**src/rtl/count_game_pkg.sv**
```systemverilog
// Shared encodings for the match tracker: game/match result codes and FSM states.
// Pure definitions, no logic.
package count_game_pkg;

   localparam logic [1:0] WIN  = 2'b10;
   localparam logic [1:0] LOSE = 2'b01;
   localparam logic [1:0] NONE = 2'b00;

   typedef enum logic [1:0] {
      ST_IDLE   = 2'd0,
      ST_PLAY   = 2'd1,
      ST_REPORT = 2'd2
   } state_t;

   // Games needed to take a best-of-len match.
   function automatic int games_needed(input int len);
      return len / 2 + 1;
   endfunction

endpackage

```
**src/rtl/gameover_edge.sv**
```systemverilog
// Rising-edge detector on the counter's GAMEOVER level; one-cycle game_evt per high level.
// Combinational event against a registered copy; no backpressure.
module gameover_edge (
   input  logic clk,
   input  logic rst,
   input  logic gameover,
   output logic game_evt
);

   logic gameover_q;
   logic gameover_d;

   always_comb begin
      gameover_d = gameover;
   end

   always_ff @(posedge clk) begin
      if (!rst) begin
         gameover_q <= 1'b0;
      end else begin
         gameover_q <= gameover_d;
      end
   end

   assign game_evt = gameover & ~gameover_q;

endmodule

```
**src/rtl/game_match_tracker.sv**
```systemverilog
// Best-of-MATCH_LEN match tracker: tallies game results, reports the match winner.
// Tallies/result update one edge after a GAMEOVER rise; result held until match_ready.
module game_match_tracker
   import count_game_pkg::*;
#(
   parameter int MATCH_LEN = 5,
   parameter int TW        = $clog2(MATCH_LEN + 1)
) (
   input  logic          clk,
   input  logic          rst,
   input  logic          start,
   input  logic          GAMEOVER,
   input  logic [1:0]    WHO,
   output logic          game_clear,
   output logic [TW-1:0] games_won,
   output logic [TW-1:0] games_lost,
   output logic          match_valid,
   input  logic          match_ready,
   output logic [1:0]    match_winner,
   output logic          busy,
   output logic          err
);

   localparam logic [TW-1:0] NEED = TW'(games_needed(MATCH_LEN));

   logic          game_evt;
   state_t        state_q,  state_d;
   logic [TW-1:0] won_q,    won_d;
   logic [TW-1:0] lost_q,   lost_d;
   logic [1:0]    winner_q, winner_d;
   logic          valid_q,  valid_d;
   logic          clear_q,  clear_d;
   logic          err_q,    err_d;

   gameover_edge u_edge (
      .clk      (clk),
      .rst      (rst),
      .gameover (GAMEOVER),
      .game_evt (game_evt)
   );

   always_comb begin
      state_d  = state_q;
      won_d    = won_q;
      lost_d   = lost_q;
      winner_d = winner_q;
      valid_d  = valid_q;
      err_d    = err_q;
      clear_d  = 1'b0;
      unique case (state_q)
         ST_IDLE: begin
            // A same-cycle event is dropped: only start is acted on here.
            if (start) begin
               state_d  = ST_PLAY;
               won_d    = '0;
               lost_d   = '0;
               winner_d = NONE;
               err_d    = 1'b0;
            end
         end
         ST_PLAY: begin
            if (game_evt) begin
               clear_d = 1'b1;
               if (WHO == WIN) begin
                  won_d = won_q + TW'(1);
                  if (won_d == NEED) begin
                     state_d  = ST_REPORT;
                     valid_d  = 1'b1;
                     winner_d = WIN;
                  end
               end else if (WHO == LOSE) begin
                  lost_d = lost_q + TW'(1);
                  if (lost_d == NEED) begin
                     state_d  = ST_REPORT;
                     valid_d  = 1'b1;
                     winner_d = LOSE;
                  end
               end else begin
                  err_d = 1'b1;
               end
            end
         end
         ST_REPORT: begin
            if (match_ready) begin
               state_d = ST_IDLE;
               valid_d = 1'b0;
            end
         end
         default: begin
            state_d = ST_IDLE;
            valid_d = 1'b0;
         end
      endcase
   end

   always_ff @(posedge clk) begin
      if (!rst) begin
         state_q  <= ST_IDLE;
         won_q    <= '0;
         lost_q   <= '0;
         winner_q <= NONE;
         valid_q  <= 1'b0;
         clear_q  <= 1'b0;
         err_q    <= 1'b0;
      end else begin
         state_q  <= state_d;
         won_q    <= won_d;
         lost_q   <= lost_d;
         winner_q <= winner_d;
         valid_q  <= valid_d;
         clear_q  <= clear_d;
         err_q    <= err_d;
      end
   end

   assign game_clear   = clear_q;
   assign games_won    = won_q;
   assign games_lost   = lost_q;
   assign match_winner = winner_q;
   assign match_valid  = valid_q;
   assign err          = err_q;
   assign busy         = (state_q == ST_PLAY);

endmodule
```
**config.mk**
```make
export PLATFORM = sky130hd
export DESIGN_NAME = game_match_tracker
export DESIGN_NICKNAME = d
export VERILOG_FILES = /design/src/rtl/count_game_pkg.sv /design/src/rtl/gameover_edge.sv /design/src/rtl/game_match_tracker.sv
export SDC_FILE = /design/constraint.sdc
export NUM_CORES = 1
export LEC_CHECK = 0
export ABC_CLOCK_PERIOD_IN_PS = 1400
export CORE_MARGIN = 2
export CORE_UTILIZATION = 30
export DETAILED_ROUTE_END_ITERATION = 8
export PLACE_DENSITY_LB_ADDON = 0.25
export SETUP_SLACK_MARGIN = 0.3
export SYNTH_ARGS = -nofsm -noshare
export SYNTH_HDL_FRONTEND = slang
export SYNTH_HIERARCHICAL = 1
export SYNTH_SLANG_ARGS = --single-unit
export TNS_END_PERCENT = 50
```
**constraint.sdc**
```tcl
create_clock -name clk -period 1.4 [get_ports clk]
set_clock_uncertainty 0.05 [all_clocks]
set_input_delay 0.14 -clock clk [delete_from_list [all_inputs] [get_ports clk]]
set_output_delay 0.14 -clock clk [all_outputs]
set_load 0.03 [all_outputs]
```
* Word-level counts from Yosys, hierarchy flattened
Cells that the tools add are included.
** Word-level totals
- Bits in registers :: 14
- Input port bits :: 7
- Output and inout port bits :: 12
- Word-level logic and storage cells :: 73
** Operators by class
- $add $sub $neg :: 2
- Equality and inequality tests :: 16
- Mux-type cells :: 35
- Bitwise logic cells :: 3
- Reduce and logical (&&, ||, !) cells :: 9
** Operators with widths (number)
- 2-to-1 mux 2 bit :: 12
- 2-to-1 mux 3 bit :: 6
- AND reduction 6 bit :: 3
- one-hot mux 3 bit (2 select lines) :: 2
- 2-to-1 mux 1 bit :: 11
- AND reduction 5 bit :: 2
- inequality test 2 bit, second input constant :: 4
- adder 3 x 1 -> 3 bit, second input constant :: 2
- equality test 3 x 2 -> 1 bit, second input constant :: 2
- inequality test 2 x 1 -> 1 bit, second input constant :: 3
- inequality test 3 x 1 -> 1 bit, second input constant :: 2
- one-hot mux 2 bit (3 select lines) :: 1
- equality test 2 x 1 -> 1 bit, second input constant :: 2
- equality test 2 bit, second input constant :: 2
- one-hot mux 2 bit (2 select lines) :: 1
- AND reduction 4 bit :: 1
- inequality test 3 x 2 -> 1 bit, second input constant :: 1
- one-hot mux 1 bit (3 select lines) :: 1
- logical NOT 2 bit :: 1
- inverter 1 bit :: 2
- one-hot mux 1 bit (2 select lines) :: 1
- AND reduction 2 bit :: 1
- nonzero test 2 bit :: 1
- AND 1 bit :: 1

* Logic depth before layout (Yosys ltp)
- Depth in word-level cells :: 7
- Depth in mapped cells :: 5
- Mapped depth without buffers :: 5

* Cells and area by module
The synthesis kept the hierarchy.
** By module, submodules not included
- game_match_tracker :: instances 1, cells each 77, area each 678.2 µm²
- gameover_edge :: instances 1, cells each 3, area each 40.0 µm²

* Worst setup path before layout
No wires, ideal clock.
- Path type :: register -> register
- From :: register lost_q[0], in the netlist games_lost[0]
- To :: register winner_q[1], in the netlist match_winner[1]
- Arrival time :: 1381 ps
- Data required time :: 1234 ps
- Path slack :: -148 ps
- Stages on the path, launching flop included :: 6
- Buffers on the path :: 0
- Path through :: dfxtp_1 ha_1 xnor2_1 nand3_1 a21o_2 o211a_1
** On the way
- Word-level cells in the longest chain between the ends :: 4
** Ends and longest elaborated chain
- from (decl) :: RTL line game_match_tracker.sv:29 : logic [TW-1:0] lost_q, lost_d;
- from (signal assigned) :: RTL line game_match_tracker.sv:108 : lost_q <= lost_d;
- adder 3 x 1 -> 3 bit :: RTL line game_match_tracker.sv:72 : lost_d = lost_q + TW'(1);
- equality test 3 x 2 -> 1 bit :: RTL line game_match_tracker.sv:73 : if (lost_d == NEED) begin
- inequality test 3 x 1 -> 1 bit (no line)
- AND reduction 6 bit (no line)
- to (signal assigned) :: RTL line game_match_tracker.sv:109 : winner_q <= winner_d;
- to (decl) :: RTL line game_match_tracker.sv:30 : logic [1:0] winner_q, winner_d;
No other way between the ends.
A chain may end at the register's enable or synchronous reset.

* Worst setup path after layout
Same ends and word-level chain as after synthesis.

==> impl_metrics.tcl <==
set metrics [dict create \
    grt_max_degree 9 \
    finalHoldViolCount 0 \
    portBuffers 18 \
    viasPerCell 4.98 \
    cp-end-kind "flop" \
    p_comb_share_pct 19.9 \
    dp_hpwl_mm 1.38 \
    cts_hold_buf 0 \
    ant_nets 0 \
    die_area_um2 2800 \
    multi_input_area_um2 569 \
    p_sw_mw 0.242 \
    worstHoldPathCells 2 \
    min_path_type "in2reg" \
    clock_latency_ns 0.28 \
    ys_ff_latch 14 \
    r2r_start "games_lost[0]" \
    num_vias 742 \
    insertedDiodeCount 0 \
    crit_family "flip-flops" \
    post_synth_num_cell_types 31 \
    fmax_mhz 767 \
    hold_end "u_edge/gameover_q" \
    yosysWarnings 6 \
    switching_share_pct 27.2 \
    grt_overflow 0 \
    final_util_pct 56.0 \
    syn_inst 80 \
    nets 133 \
    drv_slew 0 \
    cts.reportedPaths.clkPinSlew_ns 0.10 \
    cts_root_buf "clkbuf_4" \
    crit_buf_inv 0 \
    track_usage_pct 15.4 \
    min_period_ns 1.30 \
    r2r_slack_ns 0.1 \
    power_density_nw_per_um2 711 \
    outcome "complete, no violations" \
    slew_headroom_pct 80.1 \
    start_kind "flop" \
    rows 17 \
    num_io_pins 19 \
    syn_nets 91 \
    total_leakage_power_nw 0.515 \
    coreArea_um2 2230 \
    cts_buffers 3 \
    clock-sinks 14 \
    p_clk_share_pct 34.2 \
    hp-start "GAMEOVER" \
    dieHeight_um 52.9 \
    initial_utilization_pct 32.2 \
    arrival_ns 1.44 \
    drcViolationCount 0 \
    rsz0062_at_grt "yes" \
    maxCapViolations 0 \
    cp_slowest_cell "dfxtp_4" \
    path_depth 5 \
    layout-drive-gt1-share_pct 62.0 \
    cts_tree "built" \
    final-seq-area_um2 304 \
    setup_viol 0 \
    htreeDepth 1 \
    wl_per_cell_um 13.6 \
    drtIter0Drc 26 \
    nFillCells 213 \
    power_mw 0.889 \
    syn_to_final_growth_pct 74.0 \
    r2r_end "match_winner[1]" \
    worstPathMaxFanout 5 \
    worst-setup-path-type "reg2reg" \
    cp_slowest_stage_delay_ns 0.37 \
    grt_pass1_wl_mm 3.10 \
    cts_max_path_buffers 2 \
    critical_path.cell_chain "ha_4 -> xnor2_2 -> nand3_2 -> a21o_2 -> o211a_1" \
    syn_avg_cell_area_um2 8.98 \
    worst_pin_slew_ns 0.299 \
    drt_pre_antenna_iters 4 \
    required_ns 1.53 \
    seq_power_share_pct 45.9 \
    peakVddDrop_v 0.000468 \
    intPower_mw 0.647 \
    antenna_found_initial 0 \
    fp.dieW_um 52.9 \
    synth-seq-area-share_pct 39.0 \
    grt_pass1_vias 712 \
    gp_congestion 0.810 \
    wl_mm 2.03 \
    synth_area_um2 718 \
    period_share_pct 93.1 \
    r2r_cells 5 \
]
[area by class of cell]
cell class,instances,share of cell area [%]
clock buffer,4,2.90
inverter,4,1.60
multi-input combinational,62,45.5
sequential,14,24.3
tap,28,2.80
timing repair buffer,37,22.8
[through the flow]
stage | area, um2 | hold slack [ns] | TNS, ns | worst slack, ns | cells
floorplan | 773 | 0.212 | 0 | 0.124 | 80
global placement | 1080 | 0.409 | -1.75 | -0.227 | 138
detailed placement | 1080 | 0.425 | -2.03 | -0.235 | 138
global route | 1250 | 0.190 | 0 | 0.0400 | 149
CTS | 1170 | 0.157 | 0 | 0.106 | 146
finish | 1250 | 0.174 | 0 | 0.0965 | 149
[metal layers]
| layer | global-route usage (%) | wire, um |
|---|---|---|
| met1 | 19.2 | 914 |
| met2 | 24.8 | 1010 |
| met3 | 3.67 | 83 |
| met4 | 7.26 | 22 |
| met5 | 0 | 0 |
[cells by family after synthesis]
group	count (synthesis)	share of synthesized area, %
compound gates	28	24.0
flops	14	39.0
buf+inv	4	2.44
simple gates	28	25.1
xor+xnor	2	2.44
fa+ha+maj	4	6.97
[power by group through the flow]
| stage | logic (mW) | registers, mW | clock network [mW] |
|---|---|---|---|
| detailed placement | 0.138 | 0.419 | 0 |
| global route | 0.188 | 0.409 | 0.329 |
| floorplan | 0.0565 | 0.426 | 0 |
| global placement | 0.137 | 0.419 | 0 |
| finish | 0.177 | 0.408 | 0.304 |
| CTS | 0.154 | 0.408 | 0.310 |
[worst max path at each step]
| stage | startpoint | to | slack (ns) |
|---|---|---|---|
| 4_1_cts | games_lost[0] | match_winner[1] | 0.11 |
| 3_3_place_gp | GAMEOVER | match_winner[1] | -0.23 |
| 2_1_floorplan | state_q[1] | state_q[1] | 0.12 |
| 3_5_place_dp | GAMEOVER | match_winner[1] | -0.23 |
| 5_1_grt | games_lost[0] | match_winner[0] | 0.04 |
| 6_report | games_lost[0] | match_winner[1] | 0.1 |
[cells in the final DEF, fill, tap and decap left out, drive strengths merged]
cell type	netlist	routed
a211oi	3	3
inv	4	4
nand2	3	3
nand4	1	1
ha	4	4
and2	1	1
a31o	2	2
xnor2	2	2
nand3b	1	1
a311oi	1	1
and3	2	2
nor4	1	1
dlygate4sd2	0	3
nor2	5	5
buf	0	28
clkdlybuf4s50	0	5
clkdlybuf4s15	0	1
clkbuf	0	4
or3b	1	1
a21oi	10	10
a21boi	1	1
and2b	1	1
a21o	2	2
nor2b	2	2
nand3	4	4
or2	1	1
dfxtp	14	14
o211a	1	1
nand2b	5	5
o21ai	8	8
[worst reg2reg max path, cell delays in order (launching register included)]
cell     delay [ns]
dfxtp_4        0.37
ha_4           0.17
xnor2_2        0.13
nand3_2        0.15
a21o_2         0.22
o211a_1        0.11
[Yosys cell counts, drive strengths merged]
| library cell | instances | area share [%] |
|---|---|---|
| or3b | 1 | 1.2 |
| a21boi | 1 | 1.0 |
| nor2b | 2 | 2.8 |
| and3 | 2 | 2.1 |
| inv | 4 | 2.4 |
| and2b | 1 | 1.0 |
| or2 | 1 | 0.87 |
| a311oi | 1 | 1.2 |
| nand4 | 1 | 0.87 |
| a21o | 2 | 2.3 |
| nor4 | 1 | 0.87 |
| a21oi | 10 | 7.0 |
| nand3 | 4 | 3.5 |
| nand2 | 3 | 1.6 |
| xnor2 | 2 | 2.4 |
| nor2 | 5 | 2.6 |
| nand3b | 1 | 1.0 |
| and2 | 1 | 0.87 |
| a31o | 2 | 2.4 |
| dfxtp | 14 | 39 |
| o21ai | 8 | 5.6 |
| nand2b | 5 | 5.7 |
| ha | 4 | 7.0 |
| a211oi | 3 | 3.1 |
| o211a | 1 | 1.4 |
[repair_timing]
item,4_1_cts,5_1_grt
pin swaps,5,5
gates cloned,0,0
buffers inserted,4,3
resized for setup,63,15
endpoints found under the setup margin,24,17
hold endpoints to repair,0,0
[sequential cells by signal (all words and copies together), names as in the netlist]
register           cells
games_lost             3
games_won              3
match_winner           2
state_q                2
err                    1
game_clear             1
match_valid            1
u_edge/gameover_q      1
(Power assumes the default switching activity.)
